## src/rtl/mult_arbiter.sv

```systemverilog
// Round-robin arbiter sharing one signed 16x16 multiplier among NREQ requesters.
// Two-stage pipeline: operand capture, product register; results tagged by requester.
module mult_arbiter #(
  parameter int NREQ = 4,
  parameter bit SAT  = 1'b0
) (
  input  logic                 clk,
  input  logic                 reset,
  input  logic [NREQ-1:0]      req,
  input  logic [16*NREQ-1:0]   a_flat,
  input  logic [16*NREQ-1:0]   b_flat,
  output logic [NREQ-1:0]      gnt,
  output logic [NREQ-1:0]      rsp_valid,
  output logic [15:0]          rsp_data,
  output logic                 busy,
  output logic [15:0]          ops_done
);

  localparam int IW = (NREQ > 1) ? $clog2(NREQ) : 1;

  logic [IW-1:0]       last_q;
  logic [IW-1:0]       gnt_idx;
  logic                gnt_any;
  logic [IW-1:0]       cand;
  logic signed [15:0]  sel_a;
  logic signed [15:0]  sel_b;

  logic                s1_valid;
  logic [IW-1:0]       s1_idx;
  logic signed [15:0]  s1_a;
  logic signed [15:0]  s1_b;

  logic                s2_valid;
  logic [IW-1:0]       s2_idx;
  logic signed [31:0]  s2_prod;
  logic signed [31:0]  prod;

  // Search starts one past the last winner, so the last winner has lowest priority.
  // NOTE: every signal driven here gets a default first so no latch is inferred.
  always_comb begin
    gnt_idx = '0;
    gnt_any = 1'b0;
    cand    = '0;
    gnt     = '0;
    sel_a   = '0;
    sel_b   = '0;
    for (int k = 1; k <= NREQ; k++) begin
      cand = IW'((int'(last_q) + k) % NREQ);
      if (!gnt_any && req[cand]) begin
        gnt_any = 1'b1;
        gnt_idx = cand;
      end
    end
    if (reset) gnt_any = 1'b0;
    if (gnt_any) gnt[gnt_idx] = 1'b1;
    for (int i = 0; i < NREQ; i++) begin
      if (IW'(i) == gnt_idx) begin
        sel_a = a_flat[16*i +: 16];
        sel_b = b_flat[16*i +: 16];
      end
    end
  end

  // NOTE: sequential state uses non-blocking assignments so all registers update together.
  always_ff @(posedge clk) begin
    if (reset) begin
      last_q   <= IW'(NREQ - 1);
      s1_valid <= 1'b0;
      s2_valid <= 1'b0;
      s2_prod  <= '0;
      ops_done <= '0;
    end else begin
      if (gnt_any) last_q <= gnt_idx;
      s1_valid <= gnt_any;
      s2_valid <= s1_valid;
      if (s1_valid) s2_prod <= prod;
      if (s2_valid) ops_done <= ops_done + 16'd1;
    end
  end

  // NOTE: operand and tag registers carry no reset; their valid flags qualify them.
  always_ff @(posedge clk) begin
    if (gnt_any) begin
      s1_a   <= sel_a;
      s1_b   <= sel_b;
      s1_idx <= gnt_idx;
    end
    if (s1_valid) s2_idx <= s1_idx;
  end

  assign prod = s1_a * s1_b;

  // s2_prod only loads with a new result, so rsp_data holds between results.
  generate
    if (SAT) begin : g_sat
      always_comb begin
        if (s2_prod > 32'sd32767)       rsp_data = 16'h7FFF;
        else if (s2_prod < -32'sd32768) rsp_data = 16'h8000;
        else                            rsp_data = s2_prod[15:0];
      end
    end else begin : g_trunc
      assign rsp_data = s2_prod[15:0];
    end
  endgenerate

  always_comb begin
    rsp_valid = '0;
    if (s2_valid) rsp_valid[s2_idx] = 1'b1;
  end

  assign busy = s1_valid | s2_valid;

endmodule

```

## config.mk

```make
export PLATFORM = sky130hd
export DESIGN_NAME = mult_arbiter
export DESIGN_NICKNAME = d
export VERILOG_FILES = /design/src/rtl/mult_arbiter.sv
export SDC_FILE = /design/constraint.sdc
export NUM_CORES = 1
export LEC_CHECK = 0
export BUFFER_PORTS_ARGS = -buffer_cell sky130_fd_sc_hd__buf_2
export CORE_UTILIZATION = 45
export DETAILED_ROUTE_END_ITERATION = 16
export PLACE_DENSITY = 0.78
export SYNTH_ARGS = -nofsm -noshare
export SYNTH_HDL_FRONTEND = slang
export SYNTH_SLANG_ARGS = --single-unit
```

## constraint.sdc

```tcl
create_clock -name clk -period 9.29 [get_ports clk]
set_input_delay 0.4645 -clock clk [delete_from_list [all_inputs] [get_ports clk]]
set_output_delay 0.4645 -clock clk [all_outputs]
set_load 0.005 [all_outputs]
```

==> reports/summary.txt <==
Syn Inst Count -> 909
Top FF cell, synth -> edfxtp_1
Least-Margin Pin Slew -> 673 ps
routed wire length -> 18300 um
post-DP HPWL -> 14600 um
die height -> 132 um
critical path class -> reg2reg
Slew Limit Fails -> 0
Slowest-stage cell, CP -> edfxtp_1
DR vias -> 6446
Crit Path Max Fanout -> 10
HP Class -> reg2reg
top cell type's share of synthesized area -> 0.207
Slew headroom -> 0.547
Post-synth ARST share -> 0
Die Footprint -> 17500 um2
Initial Util -> 0.461
Final Hold Viols -> 0
fillers -> 1512
Vias/cell -> 5.04
Initial DRC Count -> 256
most frequent CP cell -> fa_1
Final Skew -> 6.17 ps
Min Clock Period, post-route -> 5490 ps
max-cap violations -> 0
top post-synthesis cells by area -> fa_1 21%, edfxtp_1 14%, nand2_1 11%
GR Overflow Total -> 0
Tcrit/Tclk final -> 0.591
Skew-Pair Late Insertion Delay -> 350 ps
Area Overhead vs Synth -> 17.0%
CP Cell Sequence -> and2_1 -> fa_1 -> inv_1 -> fa_1 -> inv_1 -> fa_1 -> fa_1 -> inv_1 -> fa_1 -> fa_1 -> xnor2_1 -> xnor2_1 -> xnor2_1 -> xnor2_1 -> xnor3_1 -> xnor2_1 -> mux2i_1 -> nor2_1
initial antenna violation count -> 0
DRC Markers -> 0
status -> completed
global-route wire length before repair -> 30100 um
first drt pass iteration count -> 4
Total GRT Usage -> 0.216
Net Count, Synth -> 1184
CTS Buf Count -> 9
clk slew on worst S/H paths -> 60 ps
Worst Path Required -> 9500 ps
Warnings, synthesis -> 0
Final #Nets -> 1329
Port Buffer Count -> 174
Clock Tree Buf Depth -> 2
CTS sink cnt -> 72
DR WL/cell -> 14.3 um
Startpoint Class -> register
Slowest Stage Delay on Critical Path -> 550 ps
CP arrival -> 5700 ps
fmax -> 182 MHz
hold_sp -> s1_idx[0]
core box area -> 16600 um2
row cnt -> 47
Yosys cell types -> 42
Setup Buffers After CTS -> 0
CTS Hold Bufs -> 0
vias in the first global route -> 6452
DP Cell Count -> 1263
worst r2r src -> s1_b[6]
Post-synth EDFFs -> 36
Die Wd -> 132 um
CTS tree -> done
sequential area share after synthesis -> 0.236
Syn Area/Cell -> 8.41 um2
largest area contributor in the netlist -> fa_1
register bit total from synthesis -> 72
Post-Layout Cell Count -> 1279
setup_tns -> 0 ps
Setup crit end kind -> register
Final setup viols -> 0
Cell Area, Synth -> 7640 um2
share of layout cells above drive strength 1 -> 0.190
post_cts resized -> 0
critical path launch point -> s1_b[6]
antenna cell count -> 0
post-route antenna net violation count -> 0
routability cong. -> 0.835
clock root buffer -> clkbuf_16
RSZ-0062 raised after global routing -> no
CTS HTree Levels -> 3
largest net degree at the start of global routing -> 68
Top Ports -> 175
-- Yosys cell counts, types with 2 or more instances --
cell type,instances
a211oi_1,4
a21o_1,4
a21oi_1,10
a31oi_1,33
and2_1,59
and3_1,38
and4_1,3
buf_1,6
buf_2,7
buf_4,3
clkbuf_1,30
dfxtp_1,36
edfxtp_1,36
fa_1,79
ha_1,62
inv_1,133
mux2i_1,12
nand2_1,215
nand2b_1,4
nand3_1,7
nand4_1,2
nor2_1,45
nor2b_1,2
nor3b_1,2
o211ai_1,2
o21a_1,2
o21ai_0,6
o221ai_1,2
xnor2_1,33
xor2_1,20
-- flip-flops by register name (all words and copies together), names as in the netlist --
register,count
s1_a,16
s1_valid,1
s1_b,16
last_q,2
ops_done,16
s2_idx,2
s1_idx,2
s2_valid,1
s2_prod,16
-- layout make-up --
type                            count  area, um2  share of cell area
Multi-Input combinational cell    657       5160               0.577
Sequential cell                    72       1800               0.201
Timing Repair Buffer              180        916               0.102
Inverter                          134        503              0.0562
Tap cell                          220        275              0.0308
Clock buffer                       11        254              0.0284
Clock inverter                      5       37.5             0.00420
-- cell usage in the layout (no fill, tap or decap), drive strengths merged, types with 2 or more instances in the layout --
master,Yosys,final
nand2b,4,4
clkinv,1,2
xor2,20,20
o211ai,2,2
and4,3,3
o41ai,2,2
nor2b,2,2
buf,16,180
nor2,45,45
fa,79,79
o21ai,6,6
a31oi,33,33
inv,133,136
nand4,2,2
a21oi,10,10
dfxtp,36,36
edfxtp,36,36
nand3,7,7
and3,38,38
o21a,2,2
a211oi,4,4
and2,59,59
nand2,215,215
ha,62,62
xnor2,33,33
mux2i,12,12
a21o,4,4
nor3b,2,2
o221ai,2,2
clkbuf,30,11
-- final timing paths --
kind,to,slack (ps),cells after the start
min,s2_idx[0],420,0
min reg2reg,s2_idx[0],420,0
max,s2_prod[15],3800,18
max reg2reg,s2_prod[15],3800,18
-- critical path: cells and delay by family, from the launching register on --
kind	cells	cell delay [ps]
multiplexers	1	130
flip-flops	1	550
XOR/XNOR	6	1250
buffers and inverters	3	160
AND/OR/NAND/NOR	2	300
adder cells (fa/ha/maj)	6	2950
-- cells by family after synthesis --
| family | Yosys count | synth area share |
|---|---|---|
| multiplexers | 12 | 0.0157 |
| flip-flops | 72 | 0.236 |
| XOR/XNOR | 54 | 0.0637 |
| AO/OA/AOI/OAI | 69 | 0.0588 |
| adder cells (fa/ha/maj) | 141 | 0.308 |
| buffers and inverters | 180 | 0.0910 |
| AND/OR/NAND/NOR | 381 | 0.227 |
-- routing by layer --
| layer | vias up | track usage | share of wire |
|---|---|---|---|
| met1 | 3058 | 0.253 | 0.41 |
| li1 | 3148 | - | - |
| met2 | 209 | 0.396 | 0.52 |
| met4 | 0 | 0.0792 | 0.020 |
| met3 | 31 | 0.0342 | 0.052 |
| met5 | - | 0 | 0 |
-- per-stage QoR --
step                instance area [um2]  hold WS, ps   util  setup WS [ps]
finish                             8940          422  0.539           3800
global route                       8940          445  0.539           3480
CTS                                8940          423  0.539           3790
detailed placement                 8650          405  0.522           3790
global placement                   8650          403  0.522           3870
floorplan                          7640          400      -           4100
Power is left out: the tool's default activity adds up to more than one toggle a clock period on the data nets, which glitch-free logic cannot reach.
